File: src/rtl/sha256_digest_uart_tx.sv
// sha256_digest_uart_tx
//   Serializes one 256-bit SHA-256 digest onto an 8N1 UART line. With HEX_ASCII=1
//   the digest goes out as 64 lowercase hex characters followed by CR LF (66 bytes).
//   With HEX_ASCII=0 it goes out as 32 raw bytes. Either way the most significant
//   nibble or byte is sent first.
//
// Ports
//   clk           system clock, rising edge
//   rst           asynchronous reset, active low
//   digest        digest to send, word 0 in [255:224]
//   digest_valid  digest offered this cycle
//   digest_ready  idle and able to take a digest
//   busy          from acceptance until the final stop bit completes
//   done          one-cycle pulse at the end of the final stop bit
//   uart_tx       serial line, idles high, driven from a flop
//
// State table
//   IDLE   | line high; accept a digest, then spend one load cycle before START
//   START  | start bit (0)
//   DATA   | 8 data bits, LSB first
//   STOP   | stop bit (1); then the next byte's START, or FINISH
//   FINISH | done pulse; busy drops and ready rises on the exit edge
module sha256_digest_uart_tx #(
  parameter int CLK_HZ    = 27000000,
  parameter int BAUD      = 115200,
  parameter bit HEX_ASCII = 1'b1
) (
  input  logic         clk,
  input  logic         rst,
  input  logic [255:0] digest,
  input  logic         digest_valid,
  output logic         digest_ready,
  output logic         busy,
  output logic         done,
  output logic         uart_tx
);

  localparam int CLKS_PER_BIT = CLK_HZ / BAUD;
  localparam int NBYTES       = HEX_ASCII ? 66 : 32;
  localparam int STEP         = HEX_ASCII ? 4 : 8;
  localparam int TMR_W        = (CLKS_PER_BIT > 1) ? $clog2(CLKS_PER_BIT) : 1;
  localparam int BYTE_W       = $clog2(NBYTES);

  localparam logic [TMR_W-1:0]  TMR_LAST  = TMR_W'(CLKS_PER_BIT - 1);
  localparam logic [BYTE_W-1:0] BYTE_LAST = BYTE_W'(NBYTES - 1);

  typedef enum logic [2:0] {IDLE, START, DATA, STOP, FINISH} state_t;

  state_t              state;
  logic [TMR_W-1:0]    tmr;
  logic [2:0]          bit_idx;
  logic [BYTE_W-1:0]   byte_idx;
  logic [7:0]          shreg;
  logic [255:0]        dreg;

  function automatic logic [7:0] hex_char(input logic [3:0] nib);
    if (nib < 4'd10) return 8'h30 + {4'h0, nib};
    else             return 8'h57 + {4'h0, nib};
  endfunction

  // The unsent part of the digest is kept left-aligned, so the next nibble or
  // byte always sits in the top 8 bits. Bytes 64/65 in hex mode are CR LF.
  function automatic logic [7:0] byte_at(input logic [BYTE_W-1:0] idx,
                                         input logic [7:0] top);
    logic [7:0] b;
    b = top;
    if (HEX_ASCII) begin
      if (int'(idx) == 64)      b = 8'h0D;
      else if (int'(idx) == 65) b = 8'h0A;
      else                      b = hex_char(top[7:4]);
    end
    return b;
  endfunction

  always_ff @(posedge clk or negedge rst) begin
    if (!rst) begin
      state        <= IDLE;
      tmr          <= '0;
      bit_idx      <= '0;
      byte_idx     <= '0;
      shreg        <= '0;
      dreg         <= '0;
      uart_tx      <= 1'b1;
      busy         <= 1'b0;
      done         <= 1'b0;
      digest_ready <= 1'b0;
    end else begin
      case (state)
        IDLE: begin
          uart_tx <= 1'b1;
          if (busy) begin
            // load cycle done; the start bit begins on this edge
            state   <= START;
            uart_tx <= 1'b0;
            tmr     <= '0;
          end else if (digest_ready && digest_valid) begin
            busy         <= 1'b1;
            digest_ready <= 1'b0;
            byte_idx     <= '0;
            shreg        <= byte_at('0, digest[255:248]);
            dreg         <= digest << STEP;
          end else begin
            digest_ready <= 1'b1;
          end
        end

        START: begin
          if (tmr == TMR_LAST) begin
            tmr     <= '0;
            bit_idx <= '0;
            state   <= DATA;
            uart_tx <= shreg[0];
            shreg   <= {1'b0, shreg[7:1]};
          end else begin
            tmr <= tmr + 1'b1;
          end
        end

        DATA: begin
          if (tmr == TMR_LAST) begin
            tmr <= '0;
            if (bit_idx == 3'd7) begin
              state   <= STOP;
              uart_tx <= 1'b1;
            end else begin
              bit_idx <= bit_idx + 1'b1;
              uart_tx <= shreg[0];
              shreg   <= {1'b0, shreg[7:1]};
            end
          end else begin
            tmr <= tmr + 1'b1;
          end
        end

        STOP: begin
          if (tmr == TMR_LAST) begin
            tmr <= '0;
            if (byte_idx == BYTE_LAST) begin
              state <= FINISH;
              done  <= 1'b1;
            end else begin
              byte_idx <= byte_idx + 1'b1;
              shreg    <= byte_at(byte_idx + 1'b1, dreg[255:248]);
              dreg     <= dreg << STEP;
              state    <= START;
              uart_tx  <= 1'b0;
            end
          end else begin
            tmr <= tmr + 1'b1;
          end
        end

        FINISH: begin
          done         <= 1'b0;
          busy         <= 1'b0;
          digest_ready <= 1'b1;
          state        <= IDLE;
        end

        default: begin
          state   <= IDLE;
          uart_tx <= 1'b1;
        end
      endcase
    end
  end

endmodule
File: config.mk
export PLATFORM = sky130hd
export DESIGN_NAME = sha256_digest_uart_tx
export DESIGN_NICKNAME = d
export VERILOG_FILES = /design/src/rtl/sha256_digest_uart_tx.sv
export SDC_FILE = /design/constraint.sdc
export NUM_CORES = 1
export LEC_CHECK = 0
export ABC_AREA = 1
export CORE_MARGIN = 10
export CORE_UTILIZATION = 40
export CTS_BUF_LIST = sky130_fd_sc_hd__clkbuf_4 sky130_fd_sc_hd__clkbuf_8 sky130_fd_sc_hd__clkbuf_16
export CTS_CLUSTER_SIZE = 14
export DETAILED_ROUTE_END_ITERATION = 10
export HOLD_SLACK_MARGIN = 0.15
export MAX_ROUTING_LAYER = met4
export SLEW_MARGIN = 20
export SYNTH_ARGS = -nofsm -noshare
export SYNTH_HDL_FRONTEND = slang
export SYNTH_SLANG_ARGS = --single-unit
File: constraint.sdc
create_clock -name clk -period 3.3 [get_ports clk]
set_input_delay 0.99 -clock clk [delete_from_list [all_inputs] [get_ports clk]]
set_output_delay 0.99 -clock clk [all_outputs]
set_load 0.005 [all_outputs]
; Word-level counts from Yosys, hierarchy flattened
; Cells that the tools add are included.
[word_totals]
regBits = 289
inputBits = 259
out_inout_bits = 4
word_cells = 108
[op_classes]
addsub = 7
order_cmp = 2
eq_ne = 19
muxes = 52
bitwise = 1
n_reduce_logical = 17
[ops]
columns = op, n
row1 = $mux W256, 4
row2 = $pmux W256 S2, 1
row3 = $mux W8, 13
row4 = $pmux W8 S4, 1
row5 = $mux W7, 4
row6 = $mux W3, 9
row7 = $eq A7 B7 Y1 const B, 3
row8 = $ne A2 B2 Y1 const B, 10
row9 = $add A7 B4 Y8 const A, 2
row10 = $pmux W8 S2, 1
row11 = $reduce_and A5 Y1, 3
row12 = $add A6 B4 Y7 const A, 2
row13 = $pmux W7 S2, 1
row14 = $mux W1, 12
row15 = $pmux W3 S4, 1
row16 = $reduce_bool A2 Y1, 5
row17 = $add A8 B1 Y8 const B, 1
row18 = $eq A8 B8 Y1 const B, 1
row19 = $lt A4 B4 Y1 const B, 2
row20 = $reduce_and A8 Y1, 1
row21 = $add A7 B1 Y7 const B, 1
row22 = $eq A3 B2 Y1 const B, 2
row23 = $eq A3 B3 Y1 const B, 2
row24 = $pmux W1 S2, 3
row25 = 12 further kinds, 13

; Longest topological paths before layout
; Gate-level depths: netlist (run 1).
[logic_depth]
depth_word = 7
depth_mapped = 13
ltp_nobuf = 12

; Least setup slack after synthesis (run 1)
; No wires, ideal clock.
[synth_path]
path_type = input to register
from = in digest_valid
to = reg dreg[4]
setup_time_ns = 0.126
arrival_time_ns = 2.135
required_ns = 3.174
setup_slack_ns = 1.039
cell_stages = 11
n_path_buf = 2
cell_sequence = nand2_1 inv_1 nor2_1 nor2_2 nand3_4 nor2_2 nor2_8 buf_4 buf_2 nand2_1 o21ai_0
[synth_between]
elab_chain_len = 3
[synth_rtl]
columns = element, line_no
row1 = from (decl), 31  ; input logic digest_valid,
row2 = $logic_and A1 B1 Y1, 96  ; end else if (digest_ready && digest_valid) begin
row3 = $ne A2 B2 Y1 (no source line), --
row4 = $reduce_and A5 Y1 (no source line), --
row5 = to (signal assigned), 101  ; dreg <= digest << STEP;
row6 = to (signal assigned), 144  ; dreg <= dreg << STEP;
row7 = to (decl), 54  ; logic [255:0] dreg;
; No other way between the ends.
; A chain may end at the register's enable or synchronous reset.

; Worst setup path after layout (run 1)
[layout_path]
from = in digest_valid
to = reg dreg[210]
; Same word-level chain as after synthesis.

==> run summary, run 1 <==
The run finished with clean final reports. Timing would allow up to 350.0 MHz. The DRC violation total after the first TritonRoute iteration came out at 657.

Measured along the y axis, the die boundary spans 203.9 um. The kind of end point of the critical path is a flip-flop. The total of hold buffers inserted after clock tree synthesis is 0. Data on the critical path is required at its endpoint by 3.72 ns. The total routing usage reported by global routing came out at 0.1683. The clock root buffer is clkbuf_16.

The worst slew margin relative to its limit was 0.3243; the number of design rule violations left after detail routing was 0. Setup slack on the worst reg-to-reg path comes out at 0.45 ns. The total via count after detailed routing is 10,140, and the signed area change from the synthesized netlist to the final layout is 30.56%. The tightest min-delay check is of the input port to asynchronous set/reset pin type. The run gives 6 as the number of antenna violations at the first check in global routing. In this run the worst path has a maximum fanout of 82. After synthesis, the mean cell area works out to 9.765 um^2.

Setup repair after global routing left no endpoint under its margin. The maximum number of pins on one net before global-route repair came out at 111. The run gives 55,610 um as the first-pass GRT wire length. For the post-CTS resize count, the log shows 0. The tools report the number of clock buffers inserted by TritonCTS as 34. At the pin with the least slew margin, the transition time is 1.014 ns.

Once detail routing completed, the nets flagged for antenna violations numbered 0. The number of detailed-route iterations in the first pass was 4; the x dimension of the die was 203.9 um. The number of I/O port buffers was 262; the starting utilization of the core area was 0.4043. At the placement stage, the worst setup path has a slack of -0.09443 ns. The clock period minus final worst setup slack works out to 2.857 ns. The run gives 0 as the max-slew violation count. After floorplanning, the core was sized to cover 33,450 um^2.

The startpoint type of the worst setup path is an input port. The share of async-settable or async-resettable flops after synthesis is 1.000. Startpoint of the worst-slack reg-to-reg timing path: byte_idx[1]$_DFFE_PN0P_. For the worst flop-to-flop path, the logic depth is 10. Critical setup path kind: input port to flip-flop.

After detailed routing, the average wire length per cell comes to 16.57 um. The clock tree synthesis step divided the H-tree into 2 levels. Summing internal, switching and leakage power gives 7534 uW. The run gives 0.008989 ns as the final setup skew. After technology mapping, the gate count stands at 1,385. Leaving out fill and tap cells, the most frequent cell in the layout is nand2_1. After global routing the overflow that remains totals 0. The die covers 41,570 um^2. The sequential share of the synthesized area was 0.5256; the number of non-filler instances in the completed layout was 2,092. For the maximum number of buffers from clock root to sink, the log shows 3. Largest voltage drop on the vdd net: 0.2796 mV.

The clock latency reported for the late side of the worst-skew pair was 0.50 ns; the number of max-cap violations was 0. The yosys synthesis warning count is 0, and the number of nets in the final layout is 1,890. The worst setup margin is 0.4425 ns. The setup fix buffers added after clock tree synthesis is 0. The number of placed instances, taps included, is 2,033.

The clock transition at the registers of the reported paths is 0.06 ns, and the power density over the cells is 426.7 nW/um^2. For this run, the leading register cell type out of synthesis is dfrtp_1. The run gives 3.28 ns as the data arrival time of the critical path. The logs give 0.4411 ns for the final worst hold slack and 24,910 um for the final HPWL from detailed placement. The synthesized netlist contains 38 unique library cells. The final standard cell utilization of the core came out at 0.5279.

Vias per cell: 4.845. In this run the count of I/O pins placed on the die edge is 263. The floorplan has 67 rows.

The post-route fraction of the period consumed by the critical path is 0.8659. The leakage power figure was 0.009528 uW; the flip-flop and latch count after synthesis was 284. The number of nets handed over by synthesis was 1,654.

Routability-driven placement finished with a final weighted congestion of 0.8013. The share of cells above drive strength 1 came out at 0.05495. TritonCTS built the clock tree. The tools report the via count of the first global-routing pass as 10,210. In this run the critical register-to-register path is captured at dreg[210]$_DFFE_PN0P_. The final layout contains routed wiring with a total length of 34,670 um.

The mapped netlist covers 13,520 um^2. The count of flip-flops with a built-in enable after synthesis is 0, and the setup violation total in the final timing report is 0. The run gives 0 as the count of endpoints failing hold in the final timing report. The clock sink count came out at 284. The library cells used most frequently in the layout, excluding fill and tap cells, are 334 x nand2_1, 283 x dfrtp_1, 261 x clkdlybuf4s50_1, 257 x o21ai_1, 249 x mux2i_1.
-- cell usage after synthesis (all sizes together), types with 4 or more instances --
cell type	count	share of area
nand2	335	0.093
dfrtp	283	0.52
o21ai	269	0.10
mux2i	249	0.18
buf	61	0.026
inv	48	0.013
nor2	38	0.012
clkbuf	25	0.0070
nand3	22	0.0091
a21oi	13	0.0048
ha	10	0.0093
nor3	8	0.0030
nand4	4	0.0030
nor3b	4	0.0022
-- where the power goes --
part           switching (uW)  total [uW]  internal, uW  leakage [uW]
sequential                  0        3480          3480       0.00394
combinational             191         521           331       0.00506
clock                    1390        3530          2140      0.000528
-- flip-flops by register name (all words and copies together) (netlist names) --
signal and count:
bit_idx 3, busy 1, byte_idx 7, digest_ready 1
done 1, dreg 252, shreg 7, state 3
tmr 8, uart_tx 1
-- final cells by class --
type / count / area (um^2)
fillers: 3039 / 15790
flip-flops and latches: 284 / 7108
multi-input cells: 967 / 5803
repair buffers: 286 / 2945
clock buffers: 50 / 1026
well taps: 448 / 560.5
inverters: 48 / 180.2
clock inverters: 3 / 18.77
diodes: 6 / 15.01
-- critical path, cell delays in order --
cell             delay, ns
clkdlybuf4s50_1       0.40
nand2_1               0.06
inv_1                 0.06
nor2_1                0.13
nor2_2                0.08
nand4_4               0.07
inv_2                 0.07
nor2_8                0.78
buf_12                0.38
nand2_1               0.10
o21ai_1               0.09
-- layer usage --
metal  global-route usage  share of wire
met1               0.2221           0.47
met2               0.2615           0.47
met3              0.03677          0.047
met4              0.03544          0.013
met5                    -              0
-- through the flow --
step | TNS, ns | area, um^2
3_5_place_dp | -2.157 | 16600
6_report | 0 | 17660
5_1_grt | 0 | 17660
2_1_floorplan | 0 | 13520
4_1_cts | 0 | 17640
3_3_place_gp | -0.7915 | 16600
-- how the worst max path moves through the flow --
stage                                       start                    end  slack, ns  cells after the start
after floorplan                      digest_valid    dreg[4]$_DFFE_PN0P_       1.04                     11
after global placement               digest_valid    dreg[4]$_DFFE_PN0P_      -0.04                     10
after detailed placement             digest_valid  dreg[244]$_DFFE_PN0P_      -0.09                     11
after CTS                 byte_idx[1]$_DFFE_PN0P_  dreg[244]$_DFFE_PN0P_       0.40                     10
after global routing      byte_idx[1]$_DFFE_PN0P_  dreg[208]$_DFFE_PN0P_       0.18                     10
final                                digest_valid  dreg[210]$_DFFE_PN0P_       0.44                     11
-- logic make-up (layout without fill, tap and decap cells) --
logic type                 after synthesis  after routing  share of synthesized area
xor gates and xnor gates                 2              2                   0.001295
muxes                                  249            249                     0.1843
AOI/OAI and AO/OA                      291            291                     0.1093
buffers and inverters                  134            387                    0.04589
and+or+nand+nor                        415            415                     0.1244
adders and majority gates               10             10                   0.009252
DFF                                    284            284                     0.5256
other                                    0              6                          0
(Power assumes the default switching activity.)
==> run 2: changes to the inputs <==
--- a/config.mk
+++ b/config.mk
@@ -13,7 +13,8 @@
 export DETAILED_ROUTE_END_ITERATION = 10
 export HOLD_SLACK_MARGIN = 0.15
 export MAX_ROUTING_LAYER = met4
-export SLEW_MARGIN = 20
+export PLACE_DENSITY = 0.69
+export SLEW_MARGIN = 0
 export SYNTH_ARGS = -nofsm -noshare
 export SYNTH_HDL_FRONTEND = slang
 export SYNTH_SLANG_ARGS = --single-unit
==> constraint.sdc (replaced) <==
create_clock -name clk -period 3.1 [get_ports clk]
set_input_delay 0.93 -clock clk [delete_from_list [all_inputs] [get_ports clk]]
set_output_delay 0.93 -clock clk [all_outputs]
set_load 0.005 [all_outputs]
==> run 2 against run 1 <==
Net effect: non-clock buffer count is 7 higher; final cell count hardly changed; largest power group is now registers; critical path type is now flip-flop to flip-flop; highest routed layer unchanged; via count is 1.6% higher.
==> run summary, run 2 (synthesis results as in run 1) <==
The flow ran to the end, and the final reports show no timing, DRC or antenna violations. The area of the core was 33,450 um^2 (unchanged); the power density over the cells was 448.0 nW/um^2 (was 426.7 nW/um^2). The setup violation total in the final timing report is 0 (unchanged), and the post-layout total power is 7918 uW (was 7534 uW). The tools report the clock latency reported for the late side of the worst-skew pair as 0.56 ns (was 0.50 ns). Net switching share of the total power: 0.2069 (was 0.2101).

The placed instance area is 16,660 um^2 (was 16,600 um^2). The tools report the via count of the first global-routing pass as 10,530 (was 10,210). Layout filler cell count: 2,962 (was 3,039). The class of the most critical hold timing path is input port to asynchronous set/reset pin (unchanged). The run gives 0 (unchanged) as the count of endpoints failing hold in the final timing report. The leading cell type in the layout, fill and taps excluded was nand2_1 (unchanged). The maximum fanout along the worst path is 53 (was 82), and the signed area change from the synthesized netlist to the final layout is 30.70% (was 30.56%).

The critical path required time came out at 3.58 ns (was 3.72 ns). The power share of the clock group is 0.461 (was 0.468), and the depth of the CTS H-tree is 1 (was 2). The net switching component of the power was 1638 uW (was 1583 uW); the final worst hold slack was 0.3246 ns (was 0.4411 ns).

Leading cell types in the layout, fill and taps excluded: 334 x nand2_1, 283 x dfrtp_1, 261 x clkdlybuf4s50_1, 257 x o21ai_1, 249 x mux2i_1 (unchanged). Subtracting the final worst setup slack from the clock period gives 2.794 ns. Post-CTS resize count: 0 (unchanged). The count of pins on the block boundary was 263 (unchanged); the final HPWL from detailed placement was 25,050 um (was 24,910 um). The aggregate global routing overflow is 0 (unchanged). The cell internal power dissipation was 6279 uW (was 5951 uW). Number of max-cap violations: 0 (unchanged).

The number of design rule violations left after detail routing came out at 0 (unchanged). Data arrival time of the critical path: 3.27 ns (was 3.28 ns). The post-route fraction of the period consumed by the critical path came out at 0.9012. The maximum number of buffers from clock root to sink was 3 (unchanged). The run gives 55,790 um (was 55,610 um) as the first-pass GRT wire length. The routability congestion estimate from global placement came out at 0.8099 (was 0.8013). The tools report the proportion of power drawn by flip-flops and latches as 0.468 (was 0.462). The area of all sequential standard cells was 7108 um^2 (unchanged); the setup fix buffers added after clock tree synthesis was 0 (unchanged). The leakage power figure came out at 0.009550 uW (was 0.009528 uW). Setup repair after global routing left no endpoint under its margin. The register bank with the most flops is dreg (unchanged).

The tools report the multi-input gate area in the final layout as 5803 um^2 (unchanged). The cell with the largest stage delay on the worst path was nor2_8 (unchanged). The largest voltage drop on the vdd net was 0.3874 mV (was 0.2796 mV); the remaining antenna violation count was 0 (unchanged). For the die footprint, the log shows 41,570 um^2 (unchanged).

The buffer and inverter count on the worst path came out at 2 (was 4). The critical setup path kind was flip-flop to flip-flop (was input port to flip-flop). The number of clock buffers inserted by TritonCTS was 31 (was 34).

The actual transition at the worst max-transition pin is 0.9871 ns (was 1.014 ns). The total routing usage reported by global routing came out at 0.1679 (was 0.1683). Largest registers: dreg: 252 flops, tmr: 8 flops (unchanged). The mean routed wirelength per cell was 16.63 um (was 16.57 um). The startpoint type of the worst setup path was a flip-flop (was an input port). The DRC violation total after the first TritonRoute iteration is 626 (was 657), and the worst slew margin relative to its limit is 0.3420 (was 0.3243).

The clock transition at the registers of the reported paths is 0.06 ns (about the same), and the placed cell count is 2,040 (was 2,033). The clock root buffer was clkbuf_16 (unchanged). The x dimension of the die was 203.9 um (unchanged).

The tools report the cell area after layout as 17,680 um^2 (was 17,660 um^2). The total of hold buffers inserted after clock tree synthesis is 0 (unchanged), and the maximum cell stage delay along the critical path is 0.71 ns (was 0.78 ns). The max-slew violation count came out at 0 (unchanged). The number of antenna violations at the first check in global routing is 0 (was 6), and the vias per cell is 4.927 (was 4.845).

The tools report the sum of negative setup slack as 0 ns (unchanged). The starting utilization of the core area is 0.4043 (unchanged), and the highest clock rate is 357.9 MHz. The vertical die dimension is 203.9 um (unchanged).

Kind of end point of the critical path: a flip-flop (unchanged). The number of flip-flops in the largest register was 252 (unchanged). The share of cells above drive strength 1 came out at 0.05725 (was 0.05495). The total via count after detailed routing is 10,300 (was 10,140), and the row count is 67 (unchanged).

Ordered list of cells on the worst path: inv_1 > ha_1 > nand4_1 > or2_1 > nand3_4 > nor2_2 > nor2_8 > buf_4 > nand2_1 > o21ai_1 (was clkdlybuf4s50_1 > nand2_1 > inv_1 > nor2_1 > nor2_2 > nand4_4 > inv_2 > nor2_8 > buf_12 > nand2_1 > o21ai_1). The run gives 132 (was 111) as the maximum number of pins on one net before global-route repair. The tools report the number of antenna repair diodes as 0 (was 6). The number of detailed-route iterations in the first pass was 4 (unchanged); the number of I/O port buffers was 262 (unchanged). Clock sink count: 284 (unchanged). Number of nets in the final layout: 1,894 (was 1,890). The final setup skew came out at 0.01923 ns (was 0.008989 ns). The tools report the number of non-filler instances in the completed layout as 2,090 (was 2,092). Combinational power share: 0.071 (was 0.069).

TritonCTS built the clock tree. The family of cells with the greatest summed delay on the critical path is simple AND/OR/NAND/NOR gates (unchanged). Final wirelength: 34,750 um (was 34,670 um).
run 2: changes by cell type in the layout (fill, tap and decap cells not counted), moves of 2 or more:
cell / before / now
buf_4: 13 / 19
bufinv_16: 0 / 2
clkbuf_16: 35 / 31
clkbuf_4: 9 / 4
clkbuf_8: 6 / 9
diode_2: 6 / 0
run 2: final timing paths:
path	start	endpoint	slack [ns]	cells after the start
setup / recovery	byte_idx[1]$_DFFE_PN0P_	dreg[185]$_DFFE_PN0P_	0.31	10
hold / removal	rst	dreg[255]$_DFFE_PN0P_	0.32	1
setup reg to reg	byte_idx[1]$_DFFE_PN0P_	dreg[185]$_DFFE_PN0P_	0.31	10
hold reg to reg	bit_idx[0]$_DFFE_PN0P_	bit_idx[0]$_DFFE_PN0P_	0.48	1
max in group asynchronous	rst	dreg[73]$_DFFE_PN0P_	2.01	2
min in group clk	bit_idx[0]$_DFFE_PN0P_	bit_idx[0]$_DFFE_PN0P_	0.48	1
run 2: layout make-up:
type,instances,area share
clock inverters,6,0.004743
clock buffers,44,0.05259
multi-input cells,967,0.3283
well taps,448,0.03171
flip-flops and latches,284,0.4021
inverters,48,0.01019
repair buffers,293,0.1703
run 2: through the flow:
stage | setup slack, ns | utilization
6_report | 0.3063 | 0.5284
4_1_cts | 0.2864 | 0.5284
5_1_grt | 0.1091 | 0.5284
3_3_place_gp | -0.08065 | 0.4981
3_5_place_dp | -0.1180 | 0.4981
2_1_floorplan | 0.8987 | -
run 2: metal layers:
layer	GRT usage	routed length [um]	vias to the layer above
met5	-	0	-
met4	0.03118	584	0
met3	0.02710	1430	44
met2	0.2732	16720	208
met1	0.2187	16020	4850
li1	-	-	5196
run 2: power by group through the flow:
stage | clock (uW) | sequential (uW) | combinational, uW
CTS | 3760 | 3710 | 573
finish | 3650 | 3710 | 560
global route | 3900 | 3710 | 608
global placement | 0 | 3770 | 565
floorplan | 0 | 3780 | 98.1
detailed placement | 0 | 3770 | 570
